===== src/rtl/ram_port_arbiter.sv =====
`default_nettype none
// +----------------------------------------------------------------------+
// | ram_port_arbiter: shares one RAM port between fetch and load/store.  |
// | Revision: 1.0                                                         |
// +----------------------------------------------------------------------+
module ram_port_arbiter #(
  parameter int ADDR_WIDTH      = 12,
  parameter int MAX_DATA_STREAK = 4
) (
  input  logic                  clk,
  input  logic                  rst_n,
  input  logic                  inst_req_valid,
  input  logic [ADDR_WIDTH-1:0] inst_req_addr,
  output logic                  inst_req_ready,
  output logic                  inst_rsp_valid,
  output logic [31:0]           inst_rsp_rdata,
  input  logic                  data_req_valid,
  input  logic [ADDR_WIDTH-1:0] data_req_addr,
  input  logic [3:0]            data_req_we,
  input  logic [31:0]           data_req_wdata,
  output logic                  data_req_ready,
  output logic                  data_rsp_valid,
  output logic [31:0]           data_rsp_rdata,
  output logic [ADDR_WIDTH-1:0] ram_addr,
  output logic [3:0]            ram_we,
  output logic [31:0]           ram_din,
  input  logic [31:0]           ram_dout
);

  typedef enum logic [1:0] {
    RSP_NONE = 2'd0,
    RSP_INST = 2'd1,
    RSP_DATA = 2'd2
  } rsp_sel_e;

  localparam logic [3:0] STREAK_MAX = 4'(MAX_DATA_STREAK);

  logic [3:0] streak_q, streak_d;
  rsp_sel_e   rsp_sel_q, rsp_sel_d;
  logic       streak_at_max;
  logic       grant_inst;
  logic       grant_data;

  // Grants are gated by rst_n so both readies read 0 throughout reset.
  always_comb begin
    streak_at_max = (streak_q == STREAK_MAX);
    grant_inst    = rst_n & inst_req_valid & (~data_req_valid | streak_at_max);
    grant_data    = rst_n & data_req_valid & ~(inst_req_valid & streak_at_max);
  end

  always_comb begin
    streak_d = streak_q;
    if (!inst_req_valid || grant_inst) begin
      streak_d = 4'd0;
    end else if (grant_data && !streak_at_max) begin
      streak_d = streak_q + 4'd1;
    end
  end

  always_comb begin
    rsp_sel_d = RSP_NONE;
    if (grant_inst) begin
      rsp_sel_d = RSP_INST;
    end else if (grant_data) begin
      rsp_sel_d = RSP_DATA;
    end
  end

  always_ff @(posedge clk or negedge rst_n) begin
    if (!rst_n) begin
      streak_q  <= 4'd0;
      rsp_sel_q <= RSP_NONE;
    end else begin
      streak_q  <= streak_d;
      rsp_sel_q <= rsp_sel_d;
    end
  end

  // With no grant the address still follows the data side; only we/din are quiet.
  always_comb begin
    ram_addr = data_req_addr;
    ram_we   = 4'd0;
    ram_din  = 32'd0;
    if (grant_inst) begin
      ram_addr = inst_req_addr;
    end else if (grant_data) begin
      ram_we  = data_req_we;
      ram_din = data_req_wdata;
    end
  end

  assign inst_req_ready = grant_inst;
  assign data_req_ready = grant_data;
  assign inst_rsp_valid = (rsp_sel_q == RSP_INST);
  assign data_rsp_valid = (rsp_sel_q == RSP_DATA);
  assign inst_rsp_rdata = inst_rsp_valid ? ram_dout : 32'd0;
  assign data_rsp_rdata = data_rsp_valid ? ram_dout : 32'd0;

endmodule
`default_nettype wire


===== config.mk =====
export PLATFORM = sky130hd
export DESIGN_NAME = ram_port_arbiter
export DESIGN_NICKNAME = d
export VERILOG_FILES = /design/src/rtl/ram_port_arbiter.sv
export SDC_FILE = /design/constraint.sdc
export NUM_CORES = 1
export LEC_CHECK = 0
export ABC_AREA = 1
export BUFFER_PORTS_ARGS = -buffer_cell sky130_fd_sc_hd__buf_2
export CELL_PAD_IN_SITES_DETAIL_PLACEMENT = 1
export CELL_PAD_IN_SITES_GLOBAL_PLACEMENT = 2
export CORE_MARGIN = 5
export CORE_UTILIZATION = 10
export CTS_BUF_LIST = sky130_fd_sc_hd__clkbuf_8 sky130_fd_sc_hd__clkbuf_16
export DETAILED_ROUTE_END_ITERATION = 16
export PLACE_DENSITY = 0.91
export SYNTH_ARGS = -nofsm -noshare
export SYNTH_HDL_FRONTEND = slang
export SYNTH_SLANG_ARGS = --single-unit

===== constraint.sdc =====
create_clock -name clk -period 1.6 [get_ports clk]
set_input_delay 0.48 -clock clk [delete_from_list [all_inputs] [get_ports clk]]
set_output_delay 0.48 -clock clk [all_outputs]
set_load 0.005 [all_outputs]

==> flow_summary.toml, run 1 <==
[status]
status = "finished, violations left"
violations = "negative setup slack"

[clock_tree]
h-tree-depth = 1
clock_latency_ns = 0.23
cts_made_buffers = 3
cts.sink_count = 6
cts_root_buffer = "clkbuf_16"
clockBufferDepth = 2
cts_tree = "yes"
clkTransAtPathRegs_ns = 0.04

[setup_path]
r2r-start = "streak_q[0]"
r2r_slack_ns = 0.27
cp.arrival_ns = 1.47
r2r-end = "streak_q[3]"
reg2regPathDepth = 8
worst_ep_required_time_ns = 1.12
critPathKind = "flip-flop to output port"
critPathMaxFanout = 24
critPathLaunchType = "flip-flop"
end_kind = "output port"

[global_routing]
grt_max_degree = 25
grtUsageTotal_pct = 9.977
grt_pass1_wl_mm = 11.87
grt_pass1_vias = 2450
gr-total-overflow = 0
antenna_found_initial = 0

[place]
dp_cells = 629
portBuffers = 211
dp_hpwl_mm = 6.182
place_congestion = 0.7842
place_area_sq_mm = 0.002605

[yosys]
ys.flop_type = "dfrtp_1"
synth_edf_count = 0
syn_inst = 264
syn_area_sq_mm = 0.001216
synth_nets = 362
ys_seq_elements = 6
async_reset_ff_share_pct = 100.0
synth_cell_types = 15
synth_seq_area_share_pct = 12.35
ys_warn_count = 0
avgSynthCellArea_sq_um = 4.607

[detailed_routing]
drt_first_iter_violations = 26
drt_first_pass_iters = 4
vias = 2472
ant_nets = 0
drt_wl_total_mm = 8.560
drcViolationCount = 0
avgViaCountPerCell = 3.803
routedWlPerCell_um = 13.17

[pwr]
cellLeakagePower_nw = 2.191
total_power_mw = 1.491
power_density_mw_per_mm2 = 409.9
max-vdd-ir-drop_uv = 230.8

[final_layout]
nets = 603
drive_above_1_share_pct = 71.57
syn_to_final_growth_pct = 199.1
most-common-layout-cells = "buf_2 (203), inv_1 (73), nor2_4 (55), nand2_1 (33), nor2_2 (26)"
stdcell_area_sq_mm = 0.003637
antenna_cells = 0
mostFrequentLayoutCell = "buf_2"
stdcell_count = 650

[floorplan]
core_sq_mm = 0.01196
ios = 212
die_h_um = 120.3
dieArea_sq_mm = 0.01447
die_x_um = 120.3
start_util_pct = 10.17
rows = 40

[sta]
fmax_ghz = 0.5119
finalWorstSetupSlack_ns = -0.3536
hold_violations = 0
setup_viol = 115
worstMarginPinSlew_ns = 0.2148
drv_slew = 0
skew_ns = 0.003396
rsz0062_at_grt = "true"
fin_crit_sh_pct = 122.1
min_period_ns = 1.954
slew_headroom_pct = 85.66

[worst_hold_path]
min-delay-path-class = "input pin to async pin"

[run]
cap_violations = 0
-- metal layers --
metal / wire, um / GRT usage, % / vias up / part of all wire (%)
li1: - / - / 1213 / -
met1: 2758 / 9.960 / 1114 / 32
met2: 4839 / 19.95 / 141 / 57
met3: 872 / 2.760 / 4 / 10
met4: 89 / 2.762 / 0 / 1.0
met5: 0 / 0 / - / 0
-- power breakdown --
group / switching, mW / leakage [nW] / internal (mW)
logic: 0.447 / 2.07 / 0.447
registers: 0.0132 / 0.0792 / 0.171
clock network: 0.0916 / 0.0370 / 0.321
-- cell type report --
class | instances | area, sq um
repair buffers | 248 | 1610
fillers | 1541 | 8324
well taps | 147 | 183.9
inverters | 80 | 310.3
multi-input cells | 166 | 1306
flip-flops and latches | 6 | 151.4
clock buffers | 3 | 75.07
-- critical path, cell delays in order (launching register included) --
cell and delay (ns):
dfrtp_1 0.38, inv_2 0.09, ha_4 0.15, nand4_1 0.11, nand3_2 0.14, buf_12 0.18, nor2_1 0.06, buf_2 0.12
-- metrics by stage --
step	setup TNS (ns)	hold WS, ns	util, %	setup slack [ns]
global placement	-5.879	0.4927	21.78	-0.1685
CTS	-26.48	0.2344	26.21	-0.3755
floorplan	0	0.1844	-	0.008347
global route	-35.32	0.2408	30.41	-0.4561
detailed placement	-6.910	0.4806	21.78	-0.2091
finish	-28.59	0.2160	30.41	-0.3536
-- repair_timing --
action,in CTS,in global routing
hold buffers,0,0
setup buffers,3,12
gates resized for setup,71,110
cloned,7,1
endpoints found under the setup margin,114,116
pin swaps,3,15
-- synthesized netlist by cell type (3+ instances only) --
master / n / share of area (%)
nand3_1: 16 / 6.6
inv_1: 80 / 25
dfrtp_1: 6 / 12
buf_6: 3 / 2.8
nand2_1: 35 / 11
buf_4: 3 / 1.9
buf_2: 5 / 2.1
nor2_1: 104 / 32
-- cell families (layout without fill, tap and decap cells) --
logic type | count (synthesis) | after routing | synth area share (%)
flops | 6 | 6 | 12.35
buf+inv | 93 | 331 | 32.00
compound gates | 3 | 3 | 1.234
fa+ha+maj | 2 | 2 | 2.057
simple gates | 160 | 161 | 52.37
-- flip-flops by register name, summed over array words and instances, names as in the netlist --
signal and count:
streak_q 4, rsp_sel_q 2
-- how the worst max path moves through the flow --
stage	slack, ns	start	depth (start not counted)	end
after floorplan	0.008	streak_q[1]	7	data_req_ready
after global placement	-0.17	streak_q[1]	8	ram_addr[7]
after detailed placement	-0.21	streak_q[0]	8	ram_addr[11]
after CTS	-0.38	streak_q[0]	7	ram_we[1]
after global routing	-0.46	streak_q[0]	7	ram_din[4]
final	-0.35	streak_q[0]	7	ram_we[1]
(Power assumes the default switching activity.)
==> run 2: changes to the inputs <==
--- a/config.mk
+++ b/config.mk
@@ -14,6 +14,7 @@
 export CTS_BUF_LIST = sky130_fd_sc_hd__clkbuf_8 sky130_fd_sc_hd__clkbuf_16
 export DETAILED_ROUTE_END_ITERATION = 16
 export PLACE_DENSITY = 0.91
+export SKIP_CTS_REPAIR_TIMING = 1
 export SYNTH_ARGS = -nofsm -noshare
 export SYNTH_HDL_FRONTEND = slang
 export SYNTH_SLANG_ARGS = --single-unit
==> constraint.sdc (replaced) <==
create_clock -name clk -period 1.6 [get_ports clk]
set_input_delay 0.08 -clock clk [delete_from_list [all_inputs] [get_ports clk]]
set_output_delay 0.08 -clock clk [all_outputs]
set_load 0.005 [all_outputs]
==> flow_summary.toml, run 2 (synthesis results as in run 1) <==
[setup_path]
worst_ep_required_time_ns = 1.52
critPathKind = "flip-flop to output port"
end_kind = "output port"
r2r-end = "rsp_sel_q[1]"
crit_chain = "inv_2, ha_4, nand3_4, nand2_8, buf_8, nand3_2, nand2_1, buf_2"
cp.arrival_ns = 1.53
crit_family = "flip-flops"
crit_path_max_incr_delay_ns = 0.39
r2r_slack_ns = 0.23
critical_path_depth = 8
reg2regPathDepth = 7
critPathLaunchType = "flip-flop"
critPathLaunch = "streak_q[0]"
cp_num_buf_inv = 3
endpoint = "ram_addr[4]"
critPathMaxFanout = 8
r2r-start = "streak_q[0]"
cp_slowest_cell = "dfrtp_1"

[detailed_routing]
met2_length_mm = 3.599
drt_wl_total_mm = 7.034
drt_first_iter_violations = 22
drt_first_pass_iters = 4
top_layer_used = "met4"
routedWlPerCell_um = 11.22
drcViolationCount = 0
avgViaCountPerCell = 3.652
wl_met3_um = 936
vias = 2290
wirelength_met1_mm = 2.486
ant_nets = 0

[sta]
setup_viol = 2
slew_headroom_pct = 67.08
hold_violations = 0
fin_crit_sh_pct = 100.5
drv_slew = 0
skew_ns = 0.0002638
rsz0062_at_grt = "true"
fmax_ghz = 0.6222
min_period_ns = 1.607
worstMarginPinSlew_ns = 0.4932
finalWorstSetupSlack_ns = -0.007241

[pwr]
max-vdd-ir-drop_uv = 364.5
total_power_mw = 1.207
power_density_mw_per_mm2 = 439.6
cellLeakagePower_nw = 2.006

[clock_tree]
clock_latency_ns = 0.23
cts_made_buffers = 3
cts.sink_count = 6
h-tree-depth = 1
clockBufferDepth = 2
clkTransAtPathRegs_ns = 0.03
cts_root_buffer = "clkbuf_16"
cts_tree = "yes"

[global_routing]
grt_pass1_wl_mm = 10.01
grt_max_degree = 39
grt_pass1_vias = 2239
antenna_found_initial = 0
gr-total-overflow = 0
grtUsageTotal_pct = 8.005

[place]
place_area_sq_mm = 0.002430
place_congestion = 0.7214
dp_hpwl_mm = 5.769
portBuffers = 211

[floorplan]
rows = 40
dieArea_sq_mm = 0.01447
start_util_pct = 10.17
die_x_um = 120.3
core_sq_mm = 0.01196
die_h_um = 120.3
ios = 212

[final_layout]
top_regs = "streak_q: 4 flops, rsp_sel_q: 2 flops"
most-common-layout-cells = "buf_2 (211), nor2_1 (104), inv_1 (77), nand2_1 (31), nand3_2 (12)"
multi_input_area_sq_um = 810.8
syn_to_final_growth_pct = 125.7
drive_above_1_share_pct = 52.29
fillCellCount = 1617
stdcell_area_sq_mm = 0.002745
regArea_sq_um = 150.1
nets = 580
largest_register_ffs = 4
mostFrequentLayoutCell = "buf_2"
largest_register = "streak_q"
antenna_cells = 0

[worst_hold_path]
min-delay-path-class = "input pin to flip-flop"
holdPathStages = 3

[status]
status = "finished, violations left"
violations = "negative setup slack"

[run]
cap_violations = 0
-- run 2: changes by cell type in the layout (fill, tap and decap cells not counted), moves of 7 or more --
cell    delta
nor2_2    -26
nor2_1    +81
nor2_4    -55
buf_4     -11
buf_6     -10
buf_2      +8
buf_12     -7
-- run 2: worst min path at each step --
stage,from,endpoint,slack (ns)
after detailed placement,rst_n,streak_q[3],-0.06
after global placement,rst_n,streak_q[0],-0.06
after global routing,inst_req_valid,streak_q[2],0.17
final,inst_req_valid,streak_q[2],0.17
after floorplan,rst_n,rsp_sel_q[0],-0.22
after CTS,rst_n,streak_q[3],-0.30
-- run 2: metal layers --
layer | global-route usage, % | up-vias
li1 | - | 1159
met1 | 8.144 | 996
met2 | 15.84 | 133
met3 | 3.368 | 2
met4 | 0.4249 | 0
met5 | 0 | -
-- run 2: stage by stage --
stage	setup slack, ns	utilization (%)	TNS, ns	hold WS (ns)	instances
after floorplan	0.3597	-	0	-0.2156	264
after global placement	0.1865	20.31	0	-0.06449	614
after detailed placement	0.08952	20.31	0	-0.06096	614
after CTS	-0.1738	20.94	-4.400	-0.3022	617
after global routing	-0.09845	22.95	-3.757	0.1695	627
final	-0.007241	22.95	-0.01073	0.1728	627
-- run 2: worst register-to-register path, delay by kind of cell (launching register included) --
| family | cells | cell delay [ns] |
|---|---|---|
| DFF | 1 | 0.39 |
| buffers and inverters | 4 | 0.45 |
| adders and majority gates | 1 | 0.16 |
| and+or+nand+nor | 2 | 0.27 |
-- run 2: power breakdown --
part	total, mW	internal, mW	switching [mW]	leakage (nW)
logic	0.613	0.304	0.309	1.89
registers	0.186	0.171	0.0148	0.0807
clock network	0.408	0.321	0.0871	0.0370
-- run 2: final cells by class --
class / instances / area share (%)
Clock buffer: 3 / 2.735
Inverter: 80 / 10.94
Multi-Input combinational cell: 166 / 29.54
Sequential cell: 6 / 5.469
Tap cell: 147 / 6.700
Timing Repair Buffer: 225 / 44.62
==> run 3: changes to the inputs <==
--- a/config.mk
+++ b/config.mk
@@ -14,6 +14,7 @@
 export CTS_BUF_LIST = sky130_fd_sc_hd__clkbuf_8 sky130_fd_sc_hd__clkbuf_16
 export DETAILED_ROUTE_END_ITERATION = 16
 export PLACE_DENSITY = 0.91
+export RECOVER_POWER = 25
 export SKIP_CTS_REPAIR_TIMING = 1
 export SYNTH_ARGS = -nofsm -noshare
 export SYNTH_HDL_FRONTEND = slang
==> flow_summary.toml, run 3 (synthesis results as in run 1) <==
[status]
status = "finished, violations left"
violations = "negative setup slack"

[sta]
hold_violations = 0
worstMarginPinSlew_ns = 0.4932
finalWorstSetupSlack_ns = -0.007241
tns_ns = -0.01073
fin_crit_sh_pct = 100.5
holdWs_ns = 0.1728
slew_headroom_pct = 67.08
setup_viol = 2
fmax_ghz = 0.6222
skew_ns = 0.0002638
min_period_ns = 1.607
drv_slew = 0
rsz0062_at_grt = "true"

[setup_path]
crit_chain = "inv_2, ha_4, nand3_4, nand2_8, buf_8, nand3_2, nand2_1, buf_2"
critPathKind = "flip-flop to output port"
r2r-start = "streak_q[0]"
crit_path_max_incr_delay_ns = 0.39
cp_slowest_cell = "dfrtp_1"
end_kind = "output port"
r2r-end = "rsp_sel_q[1]"
cp_num_buf_inv = 3
critical_path_depth = 8
worst_ep_required_time_ns = 1.52
critPathLaunchType = "flip-flop"
cp.arrival_ns = 1.53
r2r_slack_ns = 0.23
reg2regPathDepth = 7
crit_family = "flip-flops"
critPathMaxFanout = 8

[pwr]
p_comb_share_pct = 50.8
power_frac_clock_pct = 33.8
p_switching_mw = 0.4112
sequentialPowerShare_pct = 15.4
power_density_mw_per_mm2 = 439.7
p_int_mw = 0.7952
max-vdd-ir-drop_uv = 364.5
total_power_mw = 1.206
swShare_pct = 34.08
cellLeakagePower_nw = 2.002

[detailed_routing]
vias = 2290
routedWlPerCell_um = 11.22
wirelength_met1_mm = 2.488
drcViolationCount = 0
ant_nets = 0
top_layer_used = "met4"
drt_first_iter_violations = 22
drt_wl_total_mm = 7.035
met2_length_mm = 3.599
wl_met3_um = 936
avgViaCountPerCell = 3.652
drt_first_pass_iters = 4

[global_routing]
grtUsageTotal_pct = 8.005
antenna_found_initial = 0
grt_max_degree = 39
grt_pass1_wl_mm = 10.01
gr-total-overflow = 0
grt_pass1_vias = 2239

[floorplan]
die_h_um = 120.3
rows = 40
core_sq_mm = 0.01196
die_x_um = 120.3
start_util_pct = 10.17
dieArea_sq_mm = 0.01447
ios = 212

[clock_tree]
clock_latency_ns = 0.23
cts.sink_count = 6
h-tree-depth = 1
cts_tree = "yes"
cts_made_buffers = 3
clkTransAtPathRegs_ns = 0.03
cts_root_buffer = "clkbuf_16"
clockBufferDepth = 2

[final_layout]
stdcell_area_sq_mm = 0.002744
drive_above_1_share_pct = 52.08
antenna_cells = 0
nets = 580
most-common-layout-cells = "buf_2 (210), nor2_1 (104), inv_1 (77), nand2_1 (31), nand3_2 (12)"
top_regs = "streak_q: 4 flops, rsp_sel_q: 2 flops"
mostFrequentLayoutCell = "buf_2"
largest_register_ffs = 4
largest_register = "streak_q"
syn_to_final_growth_pct = 125.6

[worst_hold_path]
min_to = "streak_q[2]"
min-delay-path-class = "input pin to flip-flop"
hp-start = "inst_req_valid"
holdPathStages = 3

[place]
dp_hpwl_mm = 5.769
place_area_sq_mm = 0.002430
portBuffers = 211
place_congestion = 0.7214

[run]
cap_violations = 0
-- run 3: how the worst max path moves through the flow --
stage | from | to | slack, ns
after CTS | streak_q[0] | ram_addr[4] | -0.17
after global routing | streak_q[0] | ram_we[1] | -0.1
after floorplan | streak_q[0] | ram_din[16] | 0.36
final | streak_q[0] | ram_addr[4] | -0.007
after detailed placement | streak_q[0] | ram_addr[4] | 0.09
after global placement | streak_q[0] | ram_addr[11] | 0.19
-- run 3: metal layers --
metal / vias up / track usage, %
met2: 133 / 15.84
met4: 0 / 0.4249
met5: - / 0
li1: 1159 / -
met1: 996 / 8.144
met3: 2 / 3.368
-- run 3: worst register-to-register path: stages, from the launching register on --
cell	delay [ns]
dfrtp_1	0.39
inv_2	0.10
ha_4	0.16
nand4_1	0.12
nand3_2	0.15
clkbuf_16	0.20
buf_4	0.12
inv_1	0.03
-- run 3: area by class of cell --
cell class	instances	area [sq um]
multi-input cells	166	810.8
flip-flops and latches	6	150.1
well taps	147	183.9
inverters	80	300.3
repair buffers	225	1224
fillers	1618	9218
clock buffers	3	75.07
-- run 3: metrics by stage --
step           instances  utilization [%]  worst slack, ns
5_1_grt              627            22.94         -0.09845
3_5_place_dp         614            20.31          0.08952
4_1_cts              617            20.94          -0.1738
3_3_place_gp         614            20.31           0.1865
2_1_floorplan        264                -           0.3597
6_report             627            22.94        -0.007241
-- run 3: power by group through the flow --
stage                     logic (mW)  clock network [mW]  registers [mW]
after floorplan                0.233                   0           0.181
after CTS                      0.512               0.417           0.183
after detailed placement       0.509                   0           0.183
after global routing           0.689               0.422           0.189
final                          0.613               0.408           0.186
after global placement         0.490                   0           0.182
